### config.mk
export PLATFORM = sky130hd
export DESIGN_NAME = imem_loader_flat
export DESIGN_NICKNAME = d
export VERILOG_FILES = /design/src/rtl/imem_loader_if.sv /design/src/rtl/imem_loader.sv /design/src/flat_wrapper.sv
export SDC_FILE = /design/constraint.sdc
export NUM_CORES = 1
export LEC_CHECK = 0
export BUFFER_PORTS_ARGS = -buffer_cell sky130_fd_sc_hd__buf_2
export CORE_ASPECT_RATIO = 1.1
export CORE_MARGIN = 5
export CORE_UTILIZATION = 50
export DETAILED_ROUTE_END_ITERATION = 12
export GPL_TIMING_DRIVEN = 0
export PLACE_DENSITY = 0.72
export SETUP_SLACK_MARGIN = 0.02
export SLEW_MARGIN = 25
export SYNTH_ARGS = -nofsm -noshare
export SYNTH_HDL_FRONTEND = slang
export SYNTH_SLANG_ARGS = --single-unit
### constraint.sdc
create_clock -name clk -period 3.4 [get_ports clk]
set_clock_uncertainty 0.1 [all_clocks]
set_input_delay 1.02 -clock clk [delete_from_list [all_inputs] [get_ports clk]]
set_output_delay 1.02 -clock clk [all_outputs]
set_load 0.02 [all_outputs]
### src/rtl/imem_loader_if.sv
// rtl/imem_loader_if.sv - byte stream, instruction memory write port and status bundle for imem_loader
//
// Purpose: groups every non-clock/reset signal of the program loader.
//   master modport : the loader (consumes bytes, drives imem writes and status)
//   slave modport  : the environment (byte source, memory, core reset, host)
// Signals:
//   start        one-cycle pulse that begins a load session
//   rx_data      incoming byte
//   rx_valid     rx_data valid
//   rx_ready     loader accepts a byte this cycle
//   imem_we      instruction memory write strobe
//   imem_addr    byte address of the write (always even)
//   imem_wdata   instruction word
//   cpu_hold     holds the core in reset
//   busy         session in progress
//   done         load completed successfully (level)
//   error        load failed (level)
//   words_loaded words written this session

interface imem_loader_if #(
  parameter int ADDR_W = 8
);
  logic              start;
  logic [7:0]        rx_data;
  logic              rx_valid;
  logic              rx_ready;
  logic              imem_we;
  logic [15:0]       imem_addr;
  logic [15:0]       imem_wdata;
  logic              cpu_hold;
  logic              busy;
  logic              done;
  logic              error;
  logic [ADDR_W:0]   words_loaded;

  modport master (
    input  start, rx_data, rx_valid,
    output rx_ready, imem_we, imem_addr, imem_wdata,
           cpu_hold, busy, done, error, words_loaded
  );

  modport slave (
    output start, rx_data, rx_valid,
    input  rx_ready, imem_we, imem_addr, imem_wdata,
           cpu_hold, busy, done, error, words_loaded
  );
endinterface

### src/rtl/imem_loader.sv
// rtl/imem_loader.sv - program loader filling instruction memory from a framed byte stream
//
// Purpose: receives SYNC, CNT_HI, CNT_LO, N x (WORD_HI, WORD_LO) [, CSUM] and
//   writes each big-endian word to instruction memory at word_idx<<1, holding
//   the core in reset until a complete, valid image is in place.
// Ports:
//   clk    clock
//   reset  asynchronous active-low reset
//   bus    imem_loader_if.master (byte stream in, imem write port and status out)
// Parameters:
//   ADDR_W     word-address bits of instruction memory (capacity 2^ADDR_W words)
//   SYNC_BYTE  frame start marker
// Build option:
//   IMEM_LOADER_CSUM_EN  when defined, the frame ends with an XOR checksum byte
//                        covering the count and word bytes; when undefined there
//                        is no checksum byte and the last word completes the load.

module imem_loader #(
  parameter int         ADDR_W    = 8,
  parameter logic [7:0] SYNC_BYTE = 8'hA5
) (
  input  logic             clk,
  input  logic             reset,
  imem_loader_if.master    bus
);

  typedef enum logic [3:0] {
    IDLE,
    SYNC,
    LEN_HI,
    LEN_LO,
    DATA_HI,
    DATA_LO,
    CSUM,
    DONE,
    ERR
  } state_t;

  localparam logic [16:0] CAPACITY = 17'(2 ** ADDR_W);

  state_t          state;
  state_t          state_nxt;

  logic [7:0]      cnt_hi;
  logic [15:0]     cnt;
  logic [7:0]      word_hi;
  logic [ADDR_W:0] words_loaded;
  logic            imem_we;
  logic [15:0]     imem_addr;
  logic [15:0]     imem_wdata;

  logic            rx_ready;
  logic            accept;
  logic            session_start;
  logic [15:0]     len_n;
  logic            oversize;
  logic [16:0]     wl_inc;
  logic            last_word;

`ifdef IMEM_LOADER_CSUM_EN
  logic [7:0]      acc;
`endif

  // A session may only be (re)started when no session is running.
  assign session_start = bus.start && (state == IDLE || state == DONE || state == ERR);
  assign accept        = bus.rx_valid && rx_ready;
  assign len_n         = {cnt_hi, bus.rx_data};
  assign oversize      = {1'b0, len_n} > CAPACITY;
  // Word count after the write currently being accepted; last one when it reaches N.
  assign wl_inc        = 17'(words_loaded) + 17'd1;
  assign last_word     = wl_inc >= {1'b0, cnt};

  always_ff @(posedge clk or negedge reset) begin
    if (!reset) begin
      state <= IDLE;
    end else begin
      state <= state_nxt;
    end
  end

  always_comb begin
    state_nxt = state;
    rx_ready  = 1'b0;
    case (state)
      IDLE, DONE, ERR: begin
        if (bus.start) state_nxt = SYNC;
      end
      SYNC: begin
        rx_ready = 1'b1;
        // Non-marker bytes are line noise before the frame and are dropped.
        if (accept && bus.rx_data == SYNC_BYTE) state_nxt = LEN_HI;
      end
      LEN_HI: begin
        rx_ready = 1'b1;
        if (accept) state_nxt = LEN_LO;
      end
      LEN_LO: begin
        rx_ready = 1'b1;
        if (accept) begin
          if (oversize) begin
            state_nxt = ERR;
          end else if (len_n == 16'd0) begin
`ifdef IMEM_LOADER_CSUM_EN
            state_nxt = CSUM;
`else
            state_nxt = DONE;
`endif
          end else begin
            state_nxt = DATA_HI;
          end
        end
      end
      DATA_HI: begin
        rx_ready = 1'b1;
        if (accept) state_nxt = DATA_LO;
      end
      DATA_LO: begin
        rx_ready = 1'b1;
        if (accept) begin
          if (last_word) begin
`ifdef IMEM_LOADER_CSUM_EN
            state_nxt = CSUM;
`else
            state_nxt = DONE;
`endif
          end else begin
            state_nxt = DATA_HI;
          end
        end
      end
      CSUM: begin
`ifdef IMEM_LOADER_CSUM_EN
        rx_ready = 1'b1;
        if (accept) state_nxt = (bus.rx_data == acc) ? DONE : ERR;
`else
        state_nxt = ERR;
`endif
      end
      default: state_nxt = IDLE;
    endcase
  end

  // Datapath: count capture, word assembly and the registered write strobe.
  always_ff @(posedge clk or negedge reset) begin
    if (!reset) begin
      cnt_hi       <= '0;
      cnt          <= '0;
      word_hi      <= '0;
      words_loaded <= '0;
      imem_we      <= 1'b0;
      imem_addr    <= '0;
      imem_wdata   <= '0;
    end else begin
      imem_we <= 1'b0;
      if (session_start) begin
        words_loaded <= '0;
      end
      if (accept) begin
        case (state)
          LEN_HI:  cnt_hi  <= bus.rx_data;
          LEN_LO:  cnt     <= len_n;
          DATA_HI: word_hi <= bus.rx_data;
          DATA_LO: begin
            imem_we      <= 1'b1;
            imem_addr    <= 16'({words_loaded, 1'b0});
            imem_wdata   <= {word_hi, bus.rx_data};
            words_loaded <= words_loaded + (ADDR_W + 1)'(1);
          end
          default: ;
        endcase
      end
    end
  end

`ifdef IMEM_LOADER_CSUM_EN
  // Running XOR over count and word bytes; the marker is not included.
  always_ff @(posedge clk or negedge reset) begin
    if (!reset) begin
      acc <= '0;
    end else if (session_start) begin
      acc <= '0;
    end else if (accept && (state == LEN_HI || state == LEN_LO ||
                            state == DATA_HI || state == DATA_LO)) begin
      acc <= acc ^ bus.rx_data;
    end
  end
`endif

  assign bus.rx_ready     = rx_ready;
  assign bus.imem_we      = imem_we;
  assign bus.imem_addr    = imem_addr;
  assign bus.imem_wdata   = imem_wdata;
  assign bus.words_loaded = words_loaded;
  assign bus.busy         = (state != IDLE) && (state != DONE) && (state != ERR);
  assign bus.done         = (state == DONE);
  assign bus.error        = (state == ERR);
  // Only a fully loaded and verified image may run.
  assign bus.cpu_hold     = (state != DONE);

endmodule

### src/flat_wrapper.sv
// flat-port wrapper written by rule: the top's interface ports become plain ports
module imem_loader_flat 
#(
  parameter int         ADDR_W    = 8,
  parameter logic [7:0] SYNC_BYTE = 8'hA5
)
  (clk, reset, bus_start, bus_rx_data, bus_rx_valid, bus_rx_ready, bus_imem_we, bus_imem_addr, bus_imem_wdata, bus_cpu_hold, bus_busy, bus_done, bus_error, bus_words_loaded);
  imem_loader_if #(.ADDR_W(ADDR_W)) bus_i ();
  input  logic clk;
  input  logic reset;
  input wire logic [$bits(bus_i.start)-1:0] bus_start;
  input wire logic [$bits(bus_i.rx_data)-1:0] bus_rx_data;
  input wire logic [$bits(bus_i.rx_valid)-1:0] bus_rx_valid;
  output wire logic [$bits(bus_i.rx_ready)-1:0] bus_rx_ready;
  output wire logic [$bits(bus_i.imem_we)-1:0] bus_imem_we;
  output wire logic [$bits(bus_i.imem_addr)-1:0] bus_imem_addr;
  output wire logic [$bits(bus_i.imem_wdata)-1:0] bus_imem_wdata;
  output wire logic [$bits(bus_i.cpu_hold)-1:0] bus_cpu_hold;
  output wire logic [$bits(bus_i.busy)-1:0] bus_busy;
  output wire logic [$bits(bus_i.done)-1:0] bus_done;
  output wire logic [$bits(bus_i.error)-1:0] bus_error;
  output wire logic [$bits(bus_i.words_loaded)-1:0] bus_words_loaded;
  assign bus_i.start = bus_start;
  assign bus_i.rx_data = bus_rx_data;
  assign bus_i.rx_valid = bus_rx_valid;
  assign bus_rx_ready = bus_i.rx_ready;
  assign bus_imem_we = bus_i.imem_we;
  assign bus_imem_addr = bus_i.imem_addr;
  assign bus_imem_wdata = bus_i.imem_wdata;
  assign bus_cpu_hold = bus_i.cpu_hold;
  assign bus_busy = bus_i.busy;
  assign bus_done = bus_i.done;
  assign bus_error = bus_i.error;
  assign bus_words_loaded = bus_i.words_loaded;
  imem_loader #(.ADDR_W(ADDR_W), .SYNC_BYTE(SYNC_BYTE)) u_core (.clk(clk), .reset(reset), .bus(bus_i));
endmodule
**After elaboration in Yosys (flattened, before gate mapping)**

Index checks and enable logic that the tools add are counted.

- Input port bits: 12
- Register bits after elaboration: 71

- Equal/unequal tests: 17
- $lt $le $gt $ge: 2
- Multiplexer cells: 16
- Add/sub/neg operators: 2
- Reduce and logical (&&, ||, !) cells: 17

Operator list:

| cell | number |
|---|---|
| $mux W4 | 7 |
| $pmux W4 S7 | 1 |
| $mux W9 | 3 |
| $ge A17 B16 Y1 | 1 |
| $eq A4 B3 Y1 const B | 4 |
| $gt A16 B9 Y1 const B | 1 |
| $logic_not A16 Y1 | 1 |
| $add A9 B1 Y10 const B | 1 |
| $ne A2 B1 Y1 const B | 5 |
| $add A9 B1 Y9 const B | 1 |
| $eq A4 B2 Y1 const B | 2 |
| $eq A8 B8 Y1 const B | 1 |
| $reduce_and A2 Y1 | 4 |
| $reduce_and A6 Y1 | 1 |
| $logic_and A1 B1 Y1 | 5 |
| $reduce_or A5 Y1 | 1 |
| $eq A4 B1 Y1 const B | 1 |
| $eq A4 B4 Y1 const B | 1 |
| $logic_not A4 Y1 | 1 |
| $mux W2 | 2 |
| $ne A4 B3 Y1 const B | 1 |
| $ne A4 B4 Y1 const B | 1 |
| $reduce_bool A4 Y1 | 1 |
| $mux W1 | 3 |
| 3 further kinds | 4 |

**Depth between registers and ports, before layout**

Gate-level depths: netlist of run 1.

- Word-level depth: 7
- Gate-level depth with buffers: 12
- Depth with buffers taken out: 12

**Worst setup path before layout of run 1**

Ideal clock, no wire load.

- Path kind: register to register
- From: register u_core.words_loaded[0] (netlist: u_core.bus.words_loaded[0])
- To: register u_core.state[1]
- Arrival time: 2.420 ns
- Cell stages (with the launch flop): 13
- Data required time: 3.182 ns
- Period minus slack after synthesis: 2.639 ns
- Setup time: 0.118 ns
- Path buffers: 0
- Setup slack: 0.761 ns
- Cell sequence: dfrtp_1 -> ha_1 -> nand2_1 -> nor2_1 -> nand3_1 -> xnor2_1 -> ha_1 -> a21o_1 -> a221oi_1 -> nor2_1 -> a21oi_1 -> a211oi_2 -> a21o_1

- Longest elaborated chain between the ends: 5

Ends and longest elaborated chain:

| item | RTL line | source |
|---|---|---|
| start, declared | imem_loader.sv:47 | `logic [ADDR_W:0] words_loaded;` |
| start signal, assigned | imem_loader.sv:167 | `words_loaded <= words_loaded + (ADDR_W + 1)'(1);` |
| $add A9 B1 Y10 | imem_loader.sv:70 | `assign wl_inc = 17'(words_loaded) + 17'd1;` |
| $ge A17 B16 Y1 | imem_loader.sv:71 | `assign last_word = wl_inc >= {1'b0, cnt};` |
| $mux W2 | imem_loader.sv:120 | `if (last_word) begin` |
| $mux W4 | imem_loader.sv:119 | `if (accept) begin` |
| $pmux W4 S7 | imem_loader.sv:84 | `case (state)` |
| end signal, assigned | imem_loader.sv:77 | `state <= state_nxt;` |
| end, declared | imem_loader.sv:41 | `state_t state;` |

No other way between the ends. The select of a mux whose other input is x is not followed.
A chain may end at the register's enable or synchronous reset.

**Worst setup path in the final report of run 1**

- From: register u_core.words_loaded[0] (netlist: u_core.bus.words_loaded[0])
- To: register u_core.state[0]

Same word-level chain as after synthesis.

==> results of run 1 <==
## area by class of cell
cell class / instances / area, µm² / share of cell area (%)
clock inverters: 7 / 96.3 / 2.29
inverters: 13 / 48.8 / 1.16
repair buffers: 52 / 285 / 6.78
flip-flops and latches: 71 / 1780 / 42.2
multi-input cells: 171 / 1630 / 38.7
plain buffers: 17 / 143 / 3.39
well taps: 85 / 106 / 2.53
clock buffers: 9 / 124 / 2.94
## per-layer routing
| metal | share of wire [%] | vias to the layer above |
|---|---|---|
| met5 | 0 | - |
| met4 | 0.55 | 0 |
| met3 | 5.0 | 4 |
| met2 | 48 | 52 |
| met1 | 47 | 1121 |
| li1 | - | 1078 |
## synthesized netlist by cell type (all sizes together), types with 2 or more instances
library cell  count
a211oi            2
a21o              6
a21oi             8
a22o              7
a31oi             2
and3              5
buf              17
dfrtp            71
ha               11
inv              13
mux2             58
nand2             8
nand3             8
nand3b            2
nand4             4
nor2             12
nor2b             3
nor3              2
nor4              4
o21ai             6
xnor2             3
xor2              4
## stage by stage
step / utilization [%] / instances
after global routing: 60.1 / 425
final: 60.1 / 425
after global placement: 56.5 / 408
after CTS: 60.1 / 425
after floorplan: - / 272
after detailed placement: 56.9 / 409
## flip-flops by register name, summed over array words and instances, names as in the netlist
name,flops
u_core.word_hi,8
u_core.bus.imem_wdata,16
u_core.bus.words_loaded,9
u_core.bus.imem_addr,9
u_core.state,4
u_core.cnt_hi,8
u_core.cnt,16
u_core.bus.imem_we,1
## worst max-delay path, cell delays in order, from the launching register on
cell	delay, ns
dfrtp_1	0.48
ha_1	0.26
nand2_1	0.08
nor2_1	0.19
nand3_1	0.15
xnor2_1	0.22
ha_1	0.27
a21o_1	0.16
a221oi_1	0.29
nor2_1	0.08
a21oi_1	0.25
a21oi_1	0.11
a21o_1	0.16
## worst paths after layout
path	from	end	slack, ns	cells past startpoint
max	u_core.bus.words_loaded[0]	u_core.state[0]	0.50	12
min	u_core.word_hi[4]	u_core.bus.imem_wdata[12]	0.40	1
max reg2reg	u_core.bus.words_loaded[0]	u_core.state[0]	0.50	12
min reg2reg	u_core.word_hi[4]	u_core.bus.imem_wdata[12]	0.40	1
max in group asynchronous	reset	u_core.bus.words_loaded[6]	2.21	2
min in group asynchronous	reset	u_core.bus.imem_wdata[10]	0.46	1
## where the power goes
part           leakage, nW  total, mW  switching (mW)  internal (mW)
combinational         1.22      0.888           0.419          0.470
clock                0.102      0.746           0.332          0.414
sequential           0.942       1.19           0.139           1.05
## layout by cell type, fill, tap and decap left out, types with 2 or more instances in the layout
cell type / netlist / routed
nor3_1: 2 / 2
buf_2: 3 / 53
and3_1: 5 / 5
nor2_1: 9 / 9
a21oi_1: 8 / 8
mux2_2: 20 / 20
nor4_1: 3 / 3
buf_6: 6 / 6
conb_1: 1 / 7
ha_1: 11 / 11
nand3_1: 8 / 8
nand4_1: 3 / 3
clkinvlp_4: 0 / 3
clkbuf_8: 0 / 9
xor2_1: 4 / 4
nand2_1: 8 / 8
dfrtp_1: 71 / 71
a21o_1: 6 / 6
mux2_4: 38 / 38
xnor2_1: 3 / 3
a31oi_1: 2 / 2
inv_1: 13 / 13
buf_4: 8 / 9
a22o_1: 7 / 7
o21ai_0: 4 / 4
bufinv_16: 0 / 2
## kinds of logic (layout without fill, tap and decap cells)
family	count (synthesis)	in the layout	synth area share (%)
adder cells (fa/ha/maj)	11	11	3.85
other	1	7	0.105
AND/OR/NAND/NOR	51	51	8.96
XOR/XNOR	7	7	1.72
flip-flops	71	71	49.7
multiplexers	59	59	22.5
buffers and inverters	30	98	5.36
AO/OA/AOI/OAI	36	36	7.74
==> qor.log, run 1 <==
[global_routing] antenna violations before repair 0
[yosys] average size of a mapped cell 13.4 µm²
[outcome] run status completed
[sta] number of pins exceeding their max-slew limit in the final report 0
[clocking] buffer depth of the longest clock path 2
[yosys] number of enable-type register cells in the synthesized netlist 0
[worst_setup_path] category of the worst setup path capture point flop
[worst_setup_path] Crit path required time 3.54 ns
[yosys] top cells by area in the synthesized netlist dfrtp_1, mux2_4, mux2_2
[floorplanning] die width 90.6 µm
[global_routing] wire length of the first global-routing pass 11600 µm
[yosys] Synth async-reset ratio 100%
[pwr] LEAKAGE 2.26 nW
[clocking] total clock buffers created by CTS 9
[global_routing] total routing usage reported by global routing 16.5%
[yosys] register bit count reported by yosys 71
[final_layout] proportion of layout cells with a drive suffix above 1 45.9%
[worst_setup_path] Critical Path Source Type flop
[floorplanning] cell row count 32
[floorplanning] core footprint 0.00701 mm²
[clocking] count of H-tree levels built during CTS 3
[global_routing] fraction of met2 tracks used by global routing 25.5%
[flow_run] number of maximum-capacitance constraint violations 0
[sta] minimum setup slack in the final design 0.505 ns
[floorplanning] Top Ports 59
[yosys] Synth Instances 266
[yosys] distinct cell type count after synthesis 46
[route] total number of vias 2255
[sta] period utilization 85.2%
[pwr] Pwr Density 671 mW/mm²
[placement] global placer's final weighted congestion 0.779
[sta] Setup TNS Final 0 ns
[clocking] clock edge transition at the registers on the reported setup and hold paths 0.08 ns
[sta] maximum clock frequency 0.345 GHz
[route] via count normalized by instance count 5.31
[global_routing] final global-route overflow total 0
[floorplanning] initial core utilization 51.0%
[global_routing] GR peak layer met2
[route] remaining design rule violation count 0
[clocking] postcts setup bufs 0
[final_layout] number of antenna cells inserted 0
[pwr] maximum vdd drop 0.000516 V
[clocking] Worst-Skew Late Latency 0.35 ns
[yosys] sequential cell area fraction in the yosys report 49.7%
[clocking] PostCTS Resize Cnt 0
[sta] worst hold-check slack 0.402 ns
[worst_setup_path] largest fanout on the critical path 7
[pwr] post-layout total power 2.82 mW
[placement] worst setup slack before clock tree synthesis 0.563 ns
[worst_setup_path] Setup CP Type reg2reg
[global_routing] pin count of the biggest net entering global routing 52
[placement] cell area after placement 0.00399 mm²
[clocking] clock tree from TritonCTS yes
[sta] total setup violations reported at the end of the flow 0
[yosys] warning count from the yosys run 0
[worst_setup_path] signal arrival time at the worst endpoint 3.03 ns
[yosys] Mapped Area 0.00357 mm²
[yosys] Yosys top cell area share 49.7%
[clocking] number of sinks driven by the clock tree 71
[yosys] most area-hungry cell type in the Yosys netlist dfrtp_1
[final_layout] layout-stage area growth over the synthesis result 17.8%
[route] antenna-violating nets left 0
[placement] sum of net half-perimeters after detailed placement 4970 µm
[worst_hold_path] worst min-delay path class reg2reg
[global_routing] met1 usage in global routing 22.4%
[global_routing] via count of the first global-routing pass 2286
[route] count of TritonRoute iterations in the first routing pass 4
[sta] Final Hold Violating Endpoints 0
[clocking] root buf cell clkbuf_8
[final_layout] final standard cell area without fillers 0.00421 mm²
[clocking] number of hold buffers added after cts 0
[route] routed wire length 6970 µm
[final_layout] Filler Cells Inserted 558
[route] DR WL/cell 16.4 µm
[route] Initial DRC Count 95
[sta] RSZ-0062 raised after global routing false
[floorplanning] overall die area 0.00894 mm²
[sta] fin crit period 2.90 ns
[global_routing] met3 Usage GRT 4.58%
[yosys] Most used DFF post-synth dfrtp_1
[final_layout] number of nets in the finished design 358
[placement] Port-buffer cells 51
[floorplanning] die boundary height 98.7 µm
(Power assumes the default switching activity.)
==> run 2, diff against run 1 <==
Settings changed: PLACE_DENSITY 0.72 to unset, PLACE_DENSITY_LB_ADDON set to 0.12.
==> run 2 against run 1 <==
Compared with the run above:
- design area decreased by 0.59%
- worst setup slack improved by 0.061 ns
- largest cell class unchanged
- count of clock-buffer cells in the layout did not move
==> qor.log, run 2 (synthesized netlist as in run 1, its figures left out) <==
[final_layout] registers with the highest flip-flop counts u_core.bus.imem_wdata (16), u_core.cnt (16)
[floorplanning] initial core utilization 51.0%
[clocking] count of H-tree levels built during CTS 3
[final_layout] commonest cells after routing, fill and taps aside dfrtp_1, buf_2, mux2_4
[worst_setup_path] category of the worst setup path capture point flop
[worst_setup_path] Setup CP Type reg2reg
[worst_setup_path] largest fanout on the critical path 7
[floorplanning] overall die area 0.00894 mm²
[sta] RSZ-0062 raised after global routing false
[sta] number of pins exceeding their max-slew limit in the final report 0
[worst_setup_path] signal arrival time at the worst endpoint 2.98 ns
[floorplanning] die width 90.6 µm
[flow_run] number of maximum-capacitance constraint violations 0
[global_routing] via count of the first global-routing pass 2292
[route] total number of vias 2232
[sta] total setup violations reported at the end of the flow 0
[worst_hold_path] worst min-delay path class reg2reg
[route] DR WL/cell 16.3 µm
[clocking] total clock buffers created by CTS 9
[route] count of TritonRoute iterations in the first routing pass 4
[worst_setup_path] Crit path required time 3.54 ns
[worst_setup_path] worst setup slack for register-to-register paths 0.57 ns
[floorplanning] cell row count 32
[global_routing] pin count of the biggest net entering global routing 46
[sta] maximum clock frequency 0.353 GHz
[worst_setup_path] Critical Path Source Type flop
[pwr] Pwr Density 658 mW/mm²
[worst_setup_path] Critical R2R Capture u_core.state[0]
[route] Initial DRC Count 56
[sta] fin crit period 2.83 ns
[final_layout] number of nets in the finished design 358
[worst_setup_path] longest individual stage delay on the worst path 0.48 ns
[worst_setup_path] depth of the most critical reg-to-reg path 12
[worst_hold_path] endpoint of the worst hold path u_core.bus.imem_wdata[11]
[route] routed wire length 6920 µm
[placement] sum of net half-perimeters after detailed placement 4970 µm
[route] via count normalized by instance count 5.25
[global_routing] total routing usage reported by global routing 16.4%
[clocking] PostCTS Resize Cnt 0
[clocking] number of sinks driven by the clock tree 71
[floorplanning] die boundary height 98.7 µm
[clocking] root buf cell clkbuf_8
[final_layout] layout-stage area growth over the synthesis result 17.1%
[worst_setup_path] Crit Reg-Reg Startpoint u_core.bus.words_loaded[0]
[final_layout] number of antenna cells inserted 0
[placement] global placer's final weighted congestion 0.792
[clocking] Worst-Skew Late Latency 0.34 ns
[global_routing] antenna violations before repair 0
[sta] period utilization 83.4%
[clocking] clock tree from TritonCTS yes
[worst_setup_path] cell depth of the worst setup path 12
[worst_hold_path] critical hold path startpoint u_core.word_hi[3]
[pwr] maximum vdd drop 0.000343 V
[clocking] buffer depth of the longest clock path 2
[final_layout] Util after Layout 59.7%
[floorplanning] core footprint 0.00701 mm²
[worst_setup_path] CP Cell Sequence ha_1 -> nand2_1 -> nor2_1 -> nand3_1 -> xnor2_1 -> ha_1 -> a21o_1 -> a221oi_1 -> nor2_1 -> a21oi_1 -> a21oi_1 -> a21o_1
[route] remaining design rule violation count 0
[global_routing] final global-route overflow total 0
[global_routing] wire length of the first global-routing pass 11700 µm
[worst_hold_path] Hold Path Depth 1
[sta] Final Hold Violating Endpoints 0
[sta] Setup TNS Final 0 ns
[worst_setup_path] cell at the slowest stage of the critical path dfrtp_1
[worst_setup_path] CP Buf/Inv Count 0
[clocking] postcts setup bufs 0
[worst_setup_path] crit-path leading delay family compound AO/OA/AOI/OAI gates
[outcome] run status completed
[clocking] clock edge transition at the registers on the reported setup and hold paths 0.08 ns
[floorplanning] Top Ports 59
[final_layout] leading cell type in the layout, fill and taps excluded dfrtp_1
[clocking] number of hold buffers added after cts 0
[pwr] LEAKAGE 2.26 nW
[route] antenna-violating nets left 0
[final_layout] proportion of layout cells with a drive suffix above 1 45.9%
[placement] Port-buffer cells 51
[run 2: cell types whose count changed in the layout (fill, tap and decap cells not counted)]
cell        delta
bufinv_16      -1
clkinvlp_4     -3
clkinv_4       +1
clkinv_2       +2
inv_6          +1
[run 2: final cells by class]
class	count	area (µm²)
Fill cell	570	2820
Sequential cell	71	1780
Multi-Input combinational cell	171	1630
Timing Repair Buffer	52	285
Buffer	17	143
Clock buffer	9	124
Tap cell	85	106
Clock inverter	7	71.3
Inverter	13	48.8
[run 2: worst register-to-register path: stages, from the launching register on]
cell,delay [ns]
dfrtp_1,0.48
ha_1,0.25
nand2_1,0.06
nor2_1,0.17
nand3_1,0.12
xnor2_1,0.21
ha_1,0.27
a21o_1,0.16
a221oi_1,0.28
nor2_1,0.08
a21oi_1,0.26
a21oi_1,0.11
a21o_1,0.17
[run 2: worst max-delay path by stage]
stage / to / slack [ns] / from
finish: u_core.state[0] / 0.57 / u_core.bus.words_loaded[0]
CTS: u_core.state[0] / 0.52 / u_core.bus.words_loaded[0]
detailed placement: u_core.state[0] / 0.53 / u_core.bus.words_loaded[0]
global route: u_core.state[0] / 0.27 / u_core.bus.words_loaded[0]
floorplan: u_core.state[1] / 0.76 / u_core.bus.words_loaded[0]
global placement: u_core.state[0] / 0.55 / u_core.bus.words_loaded[0]
[run 2: stage by stage]
step           worst slack, ns  cell area [µm²]  total power, mW  std cells  hold WS (ns)
2_1_floorplan            0.761             3600             1.88        272         0.374
5_1_grt                  0.269             4180             2.93        425         0.426
3_3_place_gp             0.550             3960             2.06        408         0.384
6_report                 0.566             4180             2.75        425         0.408
3_5_place_dp             0.531             3990             2.09        409         0.387
4_1_cts                  0.516             4180             2.78        425         0.406
[run 2: routing by layer]
metal  vias to the layer above  track usage (%)  wire length (µm)
met3                         8             4.35               344
met1                      1090             23.1              3300
met2                        54             24.5              3160
met5                         -                0                 0
met4                         0             5.84               107
li1                       1080                -                 -
[run 2: report_power, final]
| part | internal, mW | total (mW) | switching, mW |
|---|---|---|---|
| registers | 1.05 | 1.19 | 0.138 |
| clock network | 0.341 | 0.680 | 0.338 |
| logic | 0.470 | 0.886 | 0.416 |
| total | 1.86 | 2.75 | 0.892 |
